--- src/rtl/sha256_msg_sched_if.sv ---
// ---------------------------------------------------------------------------
// sha256_msg_sched_if
// Valid/ready stream bundle for the SHA-256 message-schedule generator.
//   in_valid  / in_ready  / in_data  : message words W0..W15 into the block
//   out_valid / out_ready / out_data : schedule words W0..W63 out of the block
//   out_idx                          : round index of out_data
//   out_last                         : marks W63
// Modports:
//   slave  : the schedule generator
//   master : the block source / round engine side driving it
// ---------------------------------------------------------------------------
interface sha256_msg_sched_if #(
    parameter int DATA_WIDTH = 32
);
    logic                  in_valid;
    logic                  in_ready;
    logic [DATA_WIDTH-1:0] in_data;
    logic                  out_valid;
    logic                  out_ready;
    logic [DATA_WIDTH-1:0] out_data;
    logic [5:0]            out_idx;
    logic                  out_last;

    modport slave (
        input  in_valid, in_data, out_ready,
        output in_ready, out_valid, out_data, out_idx, out_last
    );

    modport master (
        output in_valid, in_data, out_ready,
        input  in_ready, out_valid, out_data, out_idx, out_last
    );
endinterface

--- src/rtl/sha256_msg_sched.sv ---
// ---------------------------------------------------------------------------
// sha256_msg_sched
// SHA-256 message-schedule generator. Loads one 512-bit block as 16 serial
// 32-bit words, then emits W0..W63, one word per output handshake, using a
// 16-word sliding window (win[i] holds W[t+i]).
// Ports:
//   clk   : rising-edge clock
//   rst_n : asynchronous active-low reset
//   clear : synchronous flush, aborts the block and returns to LOAD
//   bus   : stream bundle (slave modport), see sha256_msg_sched_if
//   busy  : high while emitting or while a block is partially loaded
// ---------------------------------------------------------------------------
module sha256_msg_sched #(
    parameter int DATA_WIDTH = 32,
    parameter int ROUNDS     = 64
) (
    input  logic                  clk,
    input  logic                  rst_n,
    input  logic                  clear,
    sha256_msg_sched_if.slave     bus,
    output logic                  busy
);

    typedef enum logic {
        ST_LOAD,
        ST_EMIT
    } state_t;

    localparam logic [5:0] LAST_IDX = 6'(ROUNDS - 1);

    state_t                r_state;
    logic [3:0]            r_load_cnt;
    logic [5:0]            r_t;
    logic [DATA_WIDTH-1:0] r_win [16];

    logic                  w_in_hs;
    logic                  w_out_hs;
    logic                  w_last;
    logic [DATA_WIDTH-1:0] w_next;

    function automatic logic [DATA_WIDTH-1:0] rotr(
        input logic [DATA_WIDTH-1:0] x,
        input int unsigned           n
    );
        return (x >> n) | (x << (DATA_WIDTH - n));
    endfunction

    function automatic logic [DATA_WIDTH-1:0] sigma0(input logic [DATA_WIDTH-1:0] x);
        return rotr(x, 7) ^ rotr(x, 18) ^ (x >> 3);
    endfunction

    function automatic logic [DATA_WIDTH-1:0] sigma1(input logic [DATA_WIDTH-1:0] x);
        return rotr(x, 17) ^ rotr(x, 19) ^ (x >> 10);
    endfunction

    // Outputs are decoded from registered state only; out_ready never
    // reaches in_ready or out_valid combinationally.
    assign bus.in_ready  = (r_state == ST_LOAD);
    assign bus.out_valid = (r_state == ST_EMIT);
    assign bus.out_data  = r_win[0];
    assign bus.out_idx   = r_t;
    assign w_last        = (r_t == LAST_IDX);
    assign bus.out_last  = (r_state == ST_EMIT) && w_last;
    assign busy          = (r_state != ST_LOAD) || (r_load_cnt != 4'd0);

    assign w_in_hs  = (r_state == ST_LOAD) && bus.in_valid;
    assign w_out_hs = (r_state == ST_EMIT) && bus.out_ready;

    // W[t+16] from the window: win[14]=W[t+14], win[9]=W[t+9],
    // win[1]=W[t+1], win[0]=W[t].
    assign w_next = sigma1(r_win[14]) + r_win[9] + sigma0(r_win[1]) + r_win[0];

    always_ff @(posedge clk or negedge rst_n) begin
        if (!rst_n) begin
            r_state    <= ST_LOAD;
            r_load_cnt <= '0;
            r_t        <= '0;
            for (int unsigned i = 0; i < 16; i++) begin
                r_win[i] <= '0;
            end
        end else if (clear) begin
            r_state    <= ST_LOAD;
            r_load_cnt <= '0;
            r_t        <= '0;
        end else begin
            // Loading and emitting share one shift; only the word entering
            // win[15] differs.
            if (w_in_hs || w_out_hs) begin
                for (int unsigned i = 0; i < 15; i++) begin
                    r_win[i] <= r_win[i+1];
                end
                r_win[15] <= w_in_hs ? bus.in_data : w_next;
            end

            case (r_state)
                ST_LOAD: begin
                    if (w_in_hs) begin
                        if (r_load_cnt == 4'd15) begin
                            r_load_cnt <= '0;
                            r_t        <= '0;
                            r_state    <= ST_EMIT;
                        end else begin
                            r_load_cnt <= r_load_cnt + 4'd1;
                        end
                    end
                end
                ST_EMIT: begin
                    if (w_out_hs) begin
                        if (w_last) begin
                            r_t     <= '0;
                            r_state <= ST_LOAD;
                        end else begin
                            r_t <= r_t + 6'd1;
                        end
                    end
                end
                default: r_state <= ST_LOAD;
            endcase
        end
    end

endmodule

--- src/flat_wrapper.sv ---
// flat-port wrapper written by rule: the top's interface ports become plain ports
module sha256_msg_sched_flat 
#(
    parameter int DATA_WIDTH = 32,
    parameter int ROUNDS     = 64
)
  (clk, rst_n, clear, busy, bus_in_valid, bus_in_data, bus_out_ready, bus_in_ready, bus_out_valid, bus_out_data, bus_out_idx, bus_out_last);
  sha256_msg_sched_if #(.DATA_WIDTH(DATA_WIDTH)) bus_i ();
  input  logic clk;
  input  logic rst_n;
  input  logic clear;
  output logic busy;
  input wire logic [$bits(bus_i.in_valid)-1:0] bus_in_valid;
  input wire logic [$bits(bus_i.in_data)-1:0] bus_in_data;
  input wire logic [$bits(bus_i.out_ready)-1:0] bus_out_ready;
  output wire logic [$bits(bus_i.in_ready)-1:0] bus_in_ready;
  output wire logic [$bits(bus_i.out_valid)-1:0] bus_out_valid;
  output wire logic [$bits(bus_i.out_data)-1:0] bus_out_data;
  output wire logic [$bits(bus_i.out_idx)-1:0] bus_out_idx;
  output wire logic [$bits(bus_i.out_last)-1:0] bus_out_last;
  assign bus_i.in_valid = bus_in_valid;
  assign bus_i.in_data = bus_in_data;
  assign bus_i.out_ready = bus_out_ready;
  assign bus_in_ready = bus_i.in_ready;
  assign bus_out_valid = bus_i.out_valid;
  assign bus_out_data = bus_i.out_data;
  assign bus_out_idx = bus_i.out_idx;
  assign bus_out_last = bus_i.out_last;
  sha256_msg_sched #(.DATA_WIDTH(DATA_WIDTH), .ROUNDS(ROUNDS)) u_core (.clk(clk), .rst_n(rst_n), .clear(clear), .bus(bus_i), .busy(busy));
endmodule
--- config.mk ---
export PLATFORM = sky130hd
export DESIGN_NAME = sha256_msg_sched_flat
export DESIGN_NICKNAME = d
export VERILOG_FILES = /design/src/rtl/sha256_msg_sched_if.sv /design/src/rtl/sha256_msg_sched.sv /design/src/flat_wrapper.sv
export SDC_FILE = /design/constraint.sdc
export NUM_CORES = 1
export LEC_CHECK = 0
export BUFFER_PORTS_ARGS = -buffer_cell sky130_fd_sc_hd__buf_2
export CORE_MARGIN = 5
export CORE_UTILIZATION = 56
export DETAILED_ROUTE_END_ITERATION = 16
export PLACE_DENSITY = 0.76
export SYNTH_ARGS = -nofsm -noshare
export SYNTH_HDL_FRONTEND = slang
export SYNTH_SLANG_ARGS = --single-unit
--- constraint.sdc ---
create_clock -name clk -period 4.5 [get_ports clk]
set_clock_uncertainty 0.2 [all_clocks]
set_input_delay 0.45 -clock clk [delete_from_list [all_inputs] [get_ports clk]]
set_output_delay 0.45 -clock clk [all_outputs]
set_load 0.05 [all_outputs]
# Yosys cells after proc, flatten, opt, wreduce, memory -nomap -nowiden
# Cells that the tools add are included.
[op_classes]
addsub = 5
n_mul = 0
n_div = 0
order_cmp = 0
n_eq_ne = 6
n_shift = 0
n_mux = 17
bitwise_logic = 10
reduce_logical = 10
[ops]
columns = ["op", "n"]
rows = [
  ["$add A32 B32 Y32", 3],
  ["$xor A32 B32 Y32", 2],
  ["$mux W32", 1],
  ["$or A13 B32 Y32", 1],
  ["$or A14 B32 Y32", 1],
  ["$or A15 B32 Y32", 1],
  ["$or A25 B32 Y32", 1],
  ["$xor A32 B22 Y32", 1],
  ["$xor A32 B29 Y32", 1],
  ["$mux W6", 5],
  ["$mux W4", 4],
  ["$pmux W6 S2", 1],
  ["$add A6 B1 Y6 const B", 1],
  ["$eq A6 B6 Y1 const B", 1],
  ["$ne A3 B2 Y1 const B", 2],
  ["$mux W1", 5],
  ["$add A4 B1 Y4 const B", 1],
  ["$eq A4 B4 Y1 const B", 1],
  ["$reduce_and A2 Y1", 2],
  ["$reduce_bool A4 Y1", 1],
  ["$logic_and A1 B1 Y1", 3],
  ["$ne A3 B3 Y1 const B", 1],
  ["$reduce_and A3 Y1", 1],
  ["$logic_or A1 B1 Y1", 2],
  ["other kinds (4)", 5],
]
[totals]
reg_bits = 523
latch_bits = 0
mem_bits_rw = 0
mem_bits_ro = 0
word_cells = 67
mem_count = 0

# Depth between registers and ports, before layout
# Gate-level depths: netlist of the first run.
[depth]
depth_word = 7
depth_mapped = 19
ltp_nobuf = 18

# Least setup slack after synthesis of the first run
# Ideal clock, no wire load.
[synth_timing]
kind = "register to register"
start = "register u_core.r_win[58] (netlist bit)"
end = "register u_core.r_win[28] (netlist bit)"
setup_ps = 127
t_arrival_ps = 3985
required_time_ps = 4173
slack_ps = 189
stages_incl_launch_ff = 18
period_less_slack_ps = 4311
path_cell_list = "dfrtp_1 -> clkbuf_1 -> xnor2_1 -> xnor2_1 -> fa_1 -> inv_1 -> fa_1 -> inv_1 -> ha_1 -> a21o_1 -> a221o_1 -> or3b_4 -> o21ai_4 -> o21a_4 -> o311ai_4 -> o2111ai_1 -> a2111oi_0 -> nand3b_1"
[synth_via]
elab_chain_len = 7
word_cells_on_any_way = 8
classes_between = "add/sub (3); mux (1); bitwise (4)"
[synth_lines]
columns = ["item", "line", "source"]
rows = [
  ["start, declared", "sha256_msg_sched.sv:34", "logic [DATA_WIDTH-1:0] r_win [16];"],
  ["start signal, assigned by index", "sha256_msg_sched.sv:90", "r_win[i] <= r_win[i+1];"],
  ["$or A13 B32 Y32 or $or A15 B32 Y32 (tied branches)", "sha256_msg_sched.sv:45", "return (x >> n) | (x << (DATA_WIDTH - n));"],
  ["$xor A32 B32 Y32", "sha256_msg_sched.sv:53", "return rotr(x, 17) ^ rotr(x, 19) ^ (x >> 10);"],
  ["$xor A32 B22 Y32 (*)", "sha256_msg_sched.sv:53", ""],
  ["$add A32 B32 Y32 (*) (3 in series)", "sha256_msg_sched.sv:71", "assign w_next = sigma1(r_win[14]) + r_win[9] + sigma0(r_win[1]) + r_win[0];"],
  ["$mux W32 (*)", "sha256_msg_sched.sv:92", "r_win[15] <= w_in_hs ? bus.in_data : w_next;"],
]
# Every way passes the cells marked *; elsewhere a longest branch is shown, timed or not.
# A chain may end at the register's enable or synchronous reset.

# Final worst setup path of the first run
[layout_timing]
start = "register u_core.r_win[50] (netlist bit)"
end = "register u_core.r_win[27] (netlist bit)"
[layout_via]
elab_chain_len = 7
[layout_lines]
columns = ["item", "line"]
rows = [
  ["$or A15 B32 Y32", "sha256_msg_sched.sv:45"],
  ["$xor A32 B32 Y32", "sha256_msg_sched.sv:53"],
  ["$xor A32 B22 Y32 (*)", "sha256_msg_sched.sv:53"],
  ["$add A32 B32 Y32 (*) (3 in series)", "sha256_msg_sched.sv:71"],
  ["$mux W32 (*)", "sha256_msg_sched.sv:92"],
]
# Marks and branches as above.

==> run summary, run 1 <==
grt ovf: 0
Placed Instance Area: 25700 um2
setup violators final: 1
min-delay src: bus_in_data[11]
die width: 219 um
final std cells w/o fill: 3524
Post-Synthesis Cells: 2830
Iter 0 DRT Violations: 1818
number of max-cap violations: 0
part of the power in registers: 0.312
WHS Path Cells: 4
RSZ-0062 raised after global routing: yes
final worst slack: -5.24 ps
Reg-to-Reg End: u_core.r_win[27]
status: finished with violations
worst-path fanout max: 4
via/cell ratio: 5.27
Startpoint Class: register
Worst Hold Class: in -> reg
RR Startpoint: u_core.r_win[50]
Yosys warnings: 0
EDFF count, synth: 0
Hold Vio Cnt, Final: 0
largest cells by area after synthesis: dfrtp_1, nand2_1, fa_1, xnor2_1, clkbuf_1
sequential share of the synthesized area: 0.535
Area Growth Syn to Fin: 15.3%
fin crit share: 1.00
R2R depth: 18
CTS Buf Count: 53
post-synth top area share: 0.535
R2R Setup Slk: -5 ps
largest net degree at the start of global routing: 94
crit path DAT: 4730 ps
area leader, netlist: dfrtp_1
Req. time, crit path: 4730 ps
Cell Area, Synth: 24500 um2
cell area after layout: 28200 um2
CTS HTree Levels: 2
share of total power in combinational logic: 0.488
routed len/inst: 18.4 um
CTS root buf: clkbuf_16
Int Pwr: 12.8 mW
num ports: 79
Slew Viols, Final: 0
first-pass GRT wire length: 103 mm
CTS tree: yes
Final min period: 4510 ps
clock sink count: 523
Die ar.: 48000 um2
fmax: 0.222 GHz
failing checks: setup timing
placed insts: 3385
row cnt: 76
post-detail-place hpwl: 45.1 mm
number of routed nets with antenna violations: 0
GRT Total Usage: 0.277
Setup CP Type: reg -> reg
first-pass iteration count of the detailed router: 6
Total Wirelength: 64.8 mm
worst vdd ir: 789 uV
GP Congestion: 0.991
top_reg_cell synth: dfrtp_1
clock share of power: 0.200
total vias in the final route: 18600
clock-pin slew on the worst setup and hold paths: 60 ps
Finished Core Util: 0.654
port bufs: 78
Core Footprint: 43200 um2
fraction of layout cells with a size suffix above 1: 0.121
Pleak: 15.3 nW
Sw Share: 0.410
clock tree buffer depth: 3
Worst setup EP type: register
power per standard cell area: 771 nW/um2
synthesized flop and latch total: 523
number of global-route vias before repair: 18300
Die Ht: 219 um
initial antenna violation count: 2
clk_lat worst skew: 600 ps
Slew @ Worst Pin: 1020 ps
# nets final: 3030
syn_area_per_cell: 8.65 um2
Max-slew headroom: 0.322
Net Count, Synth: 2963
n_diodes: 0
hold endpoint: u_core.r_win[11]
async set or reset register ratio after synthesis: 1.00
Switch Pwr: 8.91 mW
Synth cell types: 59
Initial Utilization: 0.567
DRC viols: 0
## metrics by stage
step | worst slack (ps) | total power, mW | hold WS, ps | setup TNS (ps)
6_report | -5.24 | 21.7 | 51.1 | -5.24
5_1_grt | -113 | 23.2 | 41.6 | -989
4_1_cts | 3.01 | 20.8 | 18.1 | 0
3_5_place_dp | -156 | 16.2 | 249 | -677
3_3_place_gp | -168 | 16.1 | 246 | -382
2_1_floorplan | 189 | 13.1 | -45.6 | 0
## layout by cell type (no fill, tap or decap), drive strengths merged, types with 3 or more instances in the layout
| master | n |
|---|---|
| nand2 | 1429 |
| dfrtp | 523 |
| buf | 192 |
| inv | 146 |
| xnor2 | 119 |
| clkbuf | 81 |
| o21ai | 74 |
| fa | 62 |
| a21oi | 53 |
| nor2 | 41 |
| ha | 34 |
| dlygate4sd3 | 28 |
| xor2 | 23 |
| nand3 | 17 |
| a21o | 14 |
| clkinv | 11 |
| and3 | 11 |
| nor3 | 10 |
| nand2b | 6 |
| a31oi | 6 |
| nor2b | 6 |
| a211oi | 5 |
| o21a | 5 |
| o22ai | 4 |
| and2 | 3 |
| mux2i | 3 |
## synthesized netlist by cell type, types with 3 or more instances
master	n
a211oi_1	5
a21o_1	14
a21oi_1	51
a31oi_1	6
and2_1	3
and3_1	10
buf_1	8
buf_4	32
clkbuf_1	166
dfrtp_1	523
fa_1	62
ha_1	34
inv_1	144
mux2i_1	3
nand2_1	1429
nand2b_1	6
nand3_1	17
nor2_1	41
nor2b_1	6
nor3_1	10
o21a_1	4
o21ai_0	65
o21ai_1	8
o22ai_1	3
xnor2_1	119
xor2_1	23
## cell families (layout without fill, tap and decap cells)
logic type	count (synthesis)	in the layout	synth area share
buffers and inverters	352	461	0.0590
xor gates and xnor gates	142	142	0.0508
muxes	4	4	0.00169
DFF	523	523	0.535
AOI/OAI and AO/OA	181	181	0.0451
adders and majority gates	96	96	0.0681
and+or+nand+nor	1532	1532	0.241
## what timing repair did
| action | 4_1_cts | 5_1_grt |
|---|---|---|
| setup buffers | 4 | 11 |
| endpoints found under the hold margin | 114 | 0 |
| pin swaps | 12 | 57 |
| resized for setup | 11 | 73 |
| hold buffers | 28 | 0 |
| endpoints found under the setup margin | 11 | 21 |
## flip-flops by register name, summed over array words and instances, names as in the netlist
| signal | flops |
|---|---|
| u_core.bus.out_idx | 6 |
| u_core.bus.out_valid | 1 |
| u_core.r_load_cnt | 4 |
| u_core.r_win | 480 |
| u_core.bus.out_data | 32 |
## layer usage
metal | up-vias | share of wire | track usage
li1 | 8700 | - | -
met5 | - | 0.00042 | 0
met3 | 145 | 0.076 | 0.0713
met4 | 4 | 0.041 | 0.0976
met2 | 586 | 0.46 | 0.430
met1 | 9137 | 0.42 | 0.384
## power by group through the flow
| stage | clock (mW) | combinational, mW | sequential [mW] |
|---|---|---|---|
| after floorplan | 0 | 6.66 | 6.40 |
| after global placement | 0 | 9.32 | 6.77 |
| after detailed placement | 0 | 9.39 | 6.81 |
| after CTS | 4.44 | 9.65 | 6.75 |
| after global routing | 4.64 | 11.7 | 6.90 |
| final | 4.35 | 10.6 | 6.78 |
## worst max-delay path by stage
| stage | startpoint | endpoint | depth (start not counted) |
|---|---|---|---|
| after floorplan | u_core.r_win[58] | u_core.r_win[28] | 17 |
| after global placement | u_core.r_win[50] | u_core.r_win[27] | 19 |
| after detailed placement | u_core.r_win[50] | u_core.r_win[27] | 19 |
| after CTS | u_core.r_win[52] | u_core.r_win[27] | 19 |
| after global routing | u_core.r_win[50] | u_core.r_win[27] | 18 |
| final | u_core.r_win[50] | u_core.r_win[27] | 18 |
## cell type report
class / instances / area, um2
Fill cell: 3562 / 15000
Sequential cell: 523 / 13100
Multi-Input combinational cell: 1955 / 10400
Timing Repair Buffer: 220 / 1770
Clock buffer: 81 / 1570
Tap cell: 585 / 732
Inverter: 144 / 541
Clock inverter: 16 / 140
## worst max-delay path, stage by stage (launching register included)
cell	delay, ps
dfrtp_1	420
xnor2_2	170
xnor2_2	210
fa_1	450
inv_2	70
fa_1	400
inv_1	90
ha_2	190
inv_2	40
fa_2	370
nor2b_4	130
o31a_1	210
o31ai_4	110
o22ai_4	260
a21oi_2	100
a2111o_1	470
o21bai_1	190
xnor2_1	140
a31oi_1	110
Note: power is estimated with default switching activity, not from simulation.
==> run 2: changes to the inputs <==
--- a/config.mk
+++ b/config.mk
@@ -10,6 +10,8 @@
 export CORE_UTILIZATION = 56
 export DETAILED_ROUTE_END_ITERATION = 16
 export PLACE_DENSITY = 0.76
+export SKIP_LAST_GASP = 1
 export SYNTH_ARGS = -nofsm -noshare
 export SYNTH_HDL_FRONTEND = slang
 export SYNTH_SLANG_ARGS = --single-unit
+export TNS_END_PERCENT = 50
==> run summary, run 2 (synthesized netlist as in run 1, its figures left out) <==
most frequent cells in the layout: nand2_1, dfrtp_1, inv_1, xnor2_1, buf_4
post-detail-place hpwl: 45.1 mm (unchanged)
setup violators final: 0 (-1)
Area Growth Syn to Fin: 15.2% (about the same)
clock sink count: 523 (unchanged)
Die Ht: 219 um (unchanged)
worst vdd ir: 802 uV (+1.6%)
crit path cell chain: xnor2_2, xnor2_2, fa_1, inv_2, fa_1, inv_1, ha_2, inv_2, fa_2, nor2b_4, o31a_1, o31ai_4, o22ai_4, a21oi_2, a2111o_1, o21bai_1, xnor2_1, a31oi_1
power per standard cell area: 770 nW/um2 (about the same)
clk_lat worst skew: 600 ps (about the same)
final std cells w/o fill: 3523 (-0.028%)
fin crit share: 1.00 (-0.00135)
Setup CP Type: reg -> reg
die width: 219 um (unchanged)
Worst setup EP type: register
Startpoint Class: register
Die ar.: 48000 um2 (unchanged)
CTS tree: yes
Req. time, crit path: 4730 ps (about the same)
n_diodes: 0 (unchanged)
num ports: 79 (unchanged)
first-pass GRT wire length: 103 mm (unchanged)
crit path DAT: 4730 ps (about the same)
setup TNS: 0 ps (+5.24 ps)
fmax: 0.222 GHz (+0.14%)
Finished Core Util: 0.653 (about the same)
Total Wirelength: 64.6 mm (-0.39%)
cell area after layout: 28200 um2 (about the same)
largest net degree at the start of global routing: 94 (unchanged)
via/cell ratio: 5.26 (-0.19%)
fraction of layout cells with a size suffix above 1: 0.120 (-0.000980)
Initial Utilization: 0.567 (unchanged)
initial antenna violation count: 3 (+1)
row cnt: 76 (unchanged)
Worst Hold Class: in -> reg
clock-pin slew on the worst setup and hold paths: 70 ps (about the same)
# nets final: 3029 (-0.033%)
routed len/inst: 18.3 um (-0.36%)
number of global-route vias before repair: 18300 (unchanged)
placed insts: 3385 (unchanged)
RSZ-0062 raised after global routing: yes
Iter 0 DRT Violations: 1784 (-1.9%)
hold slack final: 55.8 ps (+4.74 ps)
most common cell after layout, fill and taps aside: nand2_1
Slew Viols, Final: 0 (unchanged)
max FFs per register: 480 (unchanged)
Buf+Inv Stages, Crit Path: 3 (unchanged)
CTS HTree Levels: 2 (unchanged)
CTS root buf: clkbuf_16
DRC viols: 0 (unchanged)
number of max-cap violations: 0 (unchanged)
status: finished clean
GRT Total Usage: 0.277 (unchanged)
GP Congestion: 0.991 (unchanged)
Max-slew headroom: 0.328 (+0.00648)
worst-path fanout max: 4 (unchanged)
max incr delay on CP: 470 ps (about the same)
Final min period: 4500 ps (-6.08 ps)
port bufs: 78 (unchanged)
CP top delay family: compound AO/OA/AOI/OAI gates
Placed Instance Area: 25700 um2 (unchanged)
total vias in the final route: 18500 (-0.22%)
first-pass iteration count of the detailed router: 6 (unchanged)
Hold Vio Cnt, Final: 0 (unchanged)
Core Footprint: 43200 um2 (unchanged)
number of routed nets with antenna violations: 0 (unchanged)
clock tree buffer depth: 3 (unchanged)
CTS Buf Count: 53 (unchanged)
CP max stage cell: a2111o_1
most flop-heavy register: u_core.r_win
Pleak: 15.3 nW (about the same)
grt ovf: 0 (unchanged)
Slew @ Worst Pin: 1010 ps (-9.70 ps)
==> run 2: metrics by stage <==
stage	total power [mW]	worst slack [ps]
floorplan	13.1	189
finish	21.7	0.839
global route	23.2	-115
CTS	20.8	3.01
global placement	16.1	-168
detailed placement	16.2	-156
==> run 2: repair_timing <==
action                                  CTS  global route
pin swaps                                12            54
resized for setup                        11            69
endpoints found under the hold margin   114             0
endpoints found under the setup margin   11            21
buffers inserted                          4            10
hold buffers                             28             0
==> run 2: tightest hold or removal path: cells and delay by family <==
kind | cells | cell delay (ps)
AOI/OAI and AO/OA | 2 | 240
buffers and inverters | 1 | 130
==> run 2: final cells by class <==
| cell class | count | area, um2 |
|---|---|---|
| sequential | 523 | 13100 |
| clock buffer | 81 | 1570 |
| tap | 585 | 732 |
| inverter | 144 | 541 |
| timing repair buffer | 219 | 1760 |
| multi-input combinational | 1955 | 10400 |
| fill | 3563 | 15000 |
| clock inverter | 16 | 140 |
==> run 2: routing by layer <==
layer,GRT usage,vias up,wire length [um]
li1,-,8695,-
met1,0.384,9135,27300
met2,0.430,551,29800
met3,0.0713,144,4790
met4,0.0976,6,2710
met5,0,-,41
==> run 2: final timing paths <==
check | slack, ps | to | cells after the start | from
max | 0.8 | u_core.r_win[27] | 18 | u_core.r_win[50]
min | 60 | u_core.r_win[5] | 3 | bus_in_data[5]
max reg2reg | 0.8 | u_core.r_win[27] | 18 | u_core.r_win[50]
min reg2reg | 260 | u_core.r_win[329] | 2 | u_core.r_win[297]
max in group asynchronous | 2720 | u_core.r_load_cnt[2] | 3 | rst_n
min in group asynchronous | 310 | u_core.r_win[321] | 2 | rst_n
==> run 2: power by group <==
part	switching, mW	leakage, nW	total, mW	internal [mW]
registers	0.929	6.98	6.79	5.86
logic	6.13	7.50	10.6	4.45
clock network	1.84	0.851	4.36	2.51
total	8.90	15.3	21.7	12.8
